File: src/rtl/full_adder_bitdef.sv
`default_nettype none
// ============================================================================
// Module      : full_adder_bitdef
// Description : WIDTH-bit unsigned ripple-carry adder built from full-adder
//               cells, with registered sum and carry-out. The optional
//               two's-complement overflow output is enabled by FA_OVF_EN.
// Revision    : 1.0 - initial release
// ============================================================================

module full_adder_bitdef_cell (
    input  logic a_i,
    input  logic b_i,
    input  logic c_i,
    output logic s_o,
    output logic c_o
);
    logic w_p;

    assign w_p = a_i ^ b_i;
    assign s_o = w_p ^ c_i;
    assign c_o = (a_i & b_i) | (c_i & w_p);
endmodule

module full_adder_bitdef #(
    parameter int WIDTH = 4
) (
    input  logic             clk,
    input  logic             rst,
    input  logic [WIDTH-1:0] a,
    input  logic [WIDTH-1:0] b,
    output logic [WIDTH-1:0] s,
`ifdef FA_OVF_EN
    output logic             ovf,
`endif
    output logic             cout
);
    logic [WIDTH:0]   w_carry;
    logic [WIDTH-1:0] w_sum;

    logic [WIDTH-1:0] s_d;
    logic [WIDTH-1:0] s_q;
    logic             cout_d;
    logic             cout_q;

    assign w_carry[0] = 1'b0;

    for (genvar i = 0; i < WIDTH; i++) begin : g_bit
        full_adder_bitdef_cell u_cell (
            .a_i (a[i]),
            .b_i (b[i]),
            .c_i (w_carry[i]),
            .s_o (w_sum[i]),
            .c_o (w_carry[i+1])
        );
    end

    assign s_d    = w_sum;
    assign cout_d = w_carry[WIDTH];

    always_ff @(posedge clk) begin
        if (rst) begin
            s_q    <= '0;
            cout_q <= 1'b0;
        end else begin
            s_q    <= s_d;
            cout_q <= cout_d;
        end
    end

    assign s    = s_q;
    assign cout = cout_q;

`ifdef FA_OVF_EN
    logic ovf_d;
    logic ovf_q;

    // For WIDTH = 1 this reduces to c[1] ^ 0, since w_carry[0] is tied low.
    assign ovf_d = w_carry[WIDTH] ^ w_carry[WIDTH-1];

    always_ff @(posedge clk) begin
        if (rst) begin
            ovf_q <= 1'b0;
        end else begin
            ovf_q <= ovf_d;
        end
    end

    assign ovf = ovf_q;
`endif

endmodule

`default_nettype wire

File: config.mk
export PLATFORM = sky130hd
export DESIGN_NAME = full_adder_bitdef
export DESIGN_NICKNAME = d
export VERILOG_FILES = /design/src/rtl/full_adder_bitdef.sv
export SDC_FILE = /design/constraint.sdc
export NUM_CORES = 1
export LEC_CHECK = 0
export BUFFER_PORTS_ARGS = -buffer_cell sky130_fd_sc_hd__clkbuf_2
export CAP_MARGIN = 25
export CORE_AREA = 3 3 40 42
export CTS_CLUSTER_SIZE = 12
export DETAILED_ROUTE_END_ITERATION = 12
export DIE_AREA = 0 0 43 45
export PLACE_DENSITY = 0.36
export SLEW_MARGIN = 20
export SYNTH_ARGS = -nofsm -noshare
export SYNTH_HDL_FRONTEND = slang
export SYNTH_SLANG_ARGS = --single-unit
File: constraint.sdc
create_clock -name clk -period 2 [get_ports clk]
set_input_delay 0.4 -clock clk [delete_from_list [all_inputs] [get_ports clk]]
set_output_delay 0.4 -clock clk [all_outputs]
set_load 0.01 [all_outputs]
# Word level (Yosys, flattened, before mapping)

Index checks and enable logic that the tools add are counted.

Bitwise operators: 17

Operator list:

| operator    | number |
|---|---|
| $and 1x1->1 | 7 |
| $xor 1x1->1 | 7 |
| $or 1x1->1  | 3 |

Register bits after elaboration: 5
Output and inout port bits: 5
Input bits: 10
Logic and storage cells: 19

# Longest topological paths before layout

Depth after elaboration: 7
Mapped depth: 6
Gate-level depth less buffers: 6

# Cells and area by module

From an unflattened synthesis, not the netlist that was laid out.

Cells, all modules: 15
Area, all modules: 215.2 um^2

Modules (own cells, without submodules):

| module                 | area an instance (um^2) | cells each | instances |
|---|---|---|---|
| full_adder_bitdef      | 135.1                   | 11         | 1 |
| full_adder_bitdef_cell | 20.0                    | 1          | 4 |

# Worst setup path after synthesis

No wires, ideal clock.

Kind: input-to-reg
Start point: input port a[0]
End point: register s_q[3], in the netlist s[3]
Setup time: 0.064 ns
Stages on the path: 6
Buffers on the path: 0
Data arrival time: 1.847 ns
Setup slack: 0.089 ns
Cells stage by stage: ha_1 fa_1 fa_1 inv_1 fa_1 nor2_1

Cells in the longest elaborated chain, start to end: 6

Ends and longest elaborated chain:

| element                  | RTL line | source |
|---|---|---|
| start, declared          | 29       | `input logic [WIDTH-1:0] a,` |
| $and 1x1->1 (2 in a row) | 21       | `assign c_o = (a_i & b_i) \| (c_i & w_p);` |
| $or 1x1->1               | 21       |  |
| $and 1x1->1              | 21       |  |
| $or 1x1->1               | 21       |  |
| $xor 1x1->1              | 20       | `assign s_o = w_p ^ c_i;` |
| end signal, assigned     | 62       | `s_q <= '0;` |
| end signal, assigned     | 65       | `s_q <= s_d;` |
| end, declared            | 41       | `logic [WIDTH-1:0] s_q;` |

No other way between the ends.
A chain may end at the register's enable or synchronous reset.

# Worst setup path after layout

Ends and elaborated chain as after synthesis.

==> flow_summary.toml <==
[die]
fp.dieArea_mm2 = 0.00194
floorplan.die.width_um = 43
rows = 13
placeableCoreArea_mm2 = 0.00128
initial_core_util_pct = 16.4
io_pins = 15
die_height_um = 45

[yosys]
ys_seq_elements = 5
synth.distinct_cells = 6
syn_inst_count = 17
yosysWarnings = 0
mappedNetlistNets = 31
syn_avg_cell_area_um2 = 12.4
synth_seq_area_share_pct = 47.6
synth_area_um2 = 210

[sta]
final_min_period_over_clock_period_pct = 90.4
maxSlewViolCount = 0
fin_crit_ns = 1.81
final-setup-viol-count = 0
fin_tns_setup_ns = 0
rsz0062_at_grt = "false"
transition_at_the_pin_with_the_smallest_max_transition_slack_ns = 0.0924
max_freq_ghz = 0.553
timing.final.hold_violations = 0
relSlewSlack_pct = 93.8

[layout]
final_util_pct = 25.3
fillCellCount = 148
number_of_standard_cells_in_the_layout_taps_in_and_fillers_out = 50
final_layout_size_suffix_gt1_share_pct = 48.6
sequential_cell_area_um2 = 100
multiInputGateArea_um2 = 98.8
area_growth_syn_to_layout_pct = 54.8
final_nets = 50
num_antenna_cells = 0

[drt]
ant_nets = 0
initialDrtViolationCount = 1
routed_wire_length_per_instance_um = 7.22
total_via_count_in_the_routed_design = 151
drc = 0
vias_per_cell = 3.02
drt_pre_antenna_iters = 2
routed_wirelength_um = 361

[grt]
grt_busiest_layer = "met4"
grt_start_max_net_pins = 6
first_global_vias = 170
met2_usage_pct = 6.59
gr-total-overflow = 0
groute.layer.met1.usage_pct = 3.91
grt_use_total_pct = 4.60
grtUsageMet3_pct = 0.797
grt_first_pass_wirelength_um = 593
initial_antenna_violation_count = 0

[worst_setup_path]
timing_worst_setup_path_type = "input port to flop"
crit_path_max_fanout = 1
worst-endpoint-required_ns = 2.18
critical_path.max_stage_delay_ns = 0.41
cpMaxStageDelayCell = "fa_1"
crit_path_frequent_cell = "fa_1"
end_kind = "flop"
worstPathCellList = "clkbuf_2 > ha_1 > fa_1 > fa_1 > inv_1 > fa_1 > nor2_1"
start_kind = "input port"
wp_data_arrival_ns = 1.98

[pwr]
total_power_w = 0.000269
power.ir.vdd_worst_v = 0.000130
p_leak_nw = 0.172
power_density_mw_per_mm2 = 828

[clock_tree]
numCtsBuffers = 3
clockRootBuffer = "clkbuf_4"
post_cts_resize_count = 0
clk_transition_reported_paths_ns = 0.04
clock_path_buffers = 2
hold_buffers = 0
htreeDepth = 1
cts_post_setup_buffers_inserted = 0
clock_sink_count = 5
tritoncts = "done"

[placed_design]
placement.io_buffers = 14
globalplace.congestion = 0.558
dp_cells = 46

[hold_path]
hold_path_depth = 2
hp-class = "input port to flop"

[flow_run]
max_cap_violations = 0

[status]
run_status = "finished, final reports clean"
## report_power, final
group          internal [W]  leakage [nW]  switching (W)   total, W
Combinational     0.0000232         0.116      0.0000214  0.0000446
Sequential         0.000110        0.0417     0.00000215   0.000113
Clock             0.0000751        0.0150      0.0000371   0.000112
Total              0.000209         0.172      0.0000607   0.000269
## synth_stat cells (all sizes together)
| master | count | area share [%] |
|---|---|---|
| fa | 3 | 29 |
| dfxtp | 5 | 48 |
| nor2 | 2 | 3.6 |
| inv | 3 | 5.4 |
| ha | 1 | 6.0 |
| nor2b | 3 | 8.9 |
## final timing paths
kind	start	end	slack [ns]
worst max-delay path	a[0]	s[3]	0.19
worst min-delay path	rst	cout	0.38
## kinds of logic after synthesis
kind of cell  count (synthesis)  share of synthesized area [%]
fa+ha+maj                     4                           34.5
simple gates                  5                           12.5
flops                         5                           47.6
buf+inv                       3                           5.36
## worst max-delay path, delay by kind of cell
family / cells / cell delay [ns]
AND/OR/NAND/NOR: 1 / 0.08
buffers and inverters: 2 / 0.16
adder cells (fa/ha/maj): 4 / 1.34
## area by class of cell
cell class	count	share of cell area, %
well taps	15	5.77
inverters	3	3.46
clock buffers	4	8.08
multi-input cells	9	30.4
flip-flops and latches	5	30.8
repair buffers	14	21.5
## registers in the layout, summed over array words and instances (netlist names)
signal	count
cout	1
s	4
## layout by cell type (no fill, tap or decap), drive strengths merged
| cell | instances |
|---|---|
| clkbuf | 18 |
| dfxtp | 5 |
| inv | 3 |
| nor2b | 3 |
| fa | 3 |
| nor2 | 2 |
| ha | 1 |
## routing by layer
metal / share of wire, % / up-vias
met2: 53 / 8
li1: - / 84
met5: 0 / -
met3: 11 / 0
met4: 0 / 0
met1: 35 / 59
## per-stage QoR
step | area (µm²) | setup WS, ns | hold slack, ns
6_report | 325 | 0.191 | 0.379
5_1_grt | 325 | 0.117 | 0.388
4_1_cts | 325 | 0.183 | 0.373
3_5_place_dp | 299 | -0.0688 | 0.627
3_3_place_gp | 299 | -0.0593 | 0.631
2_1_floorplan | 210 | 0.0889 | 0.467
Power figures use the tool's default switching activity.
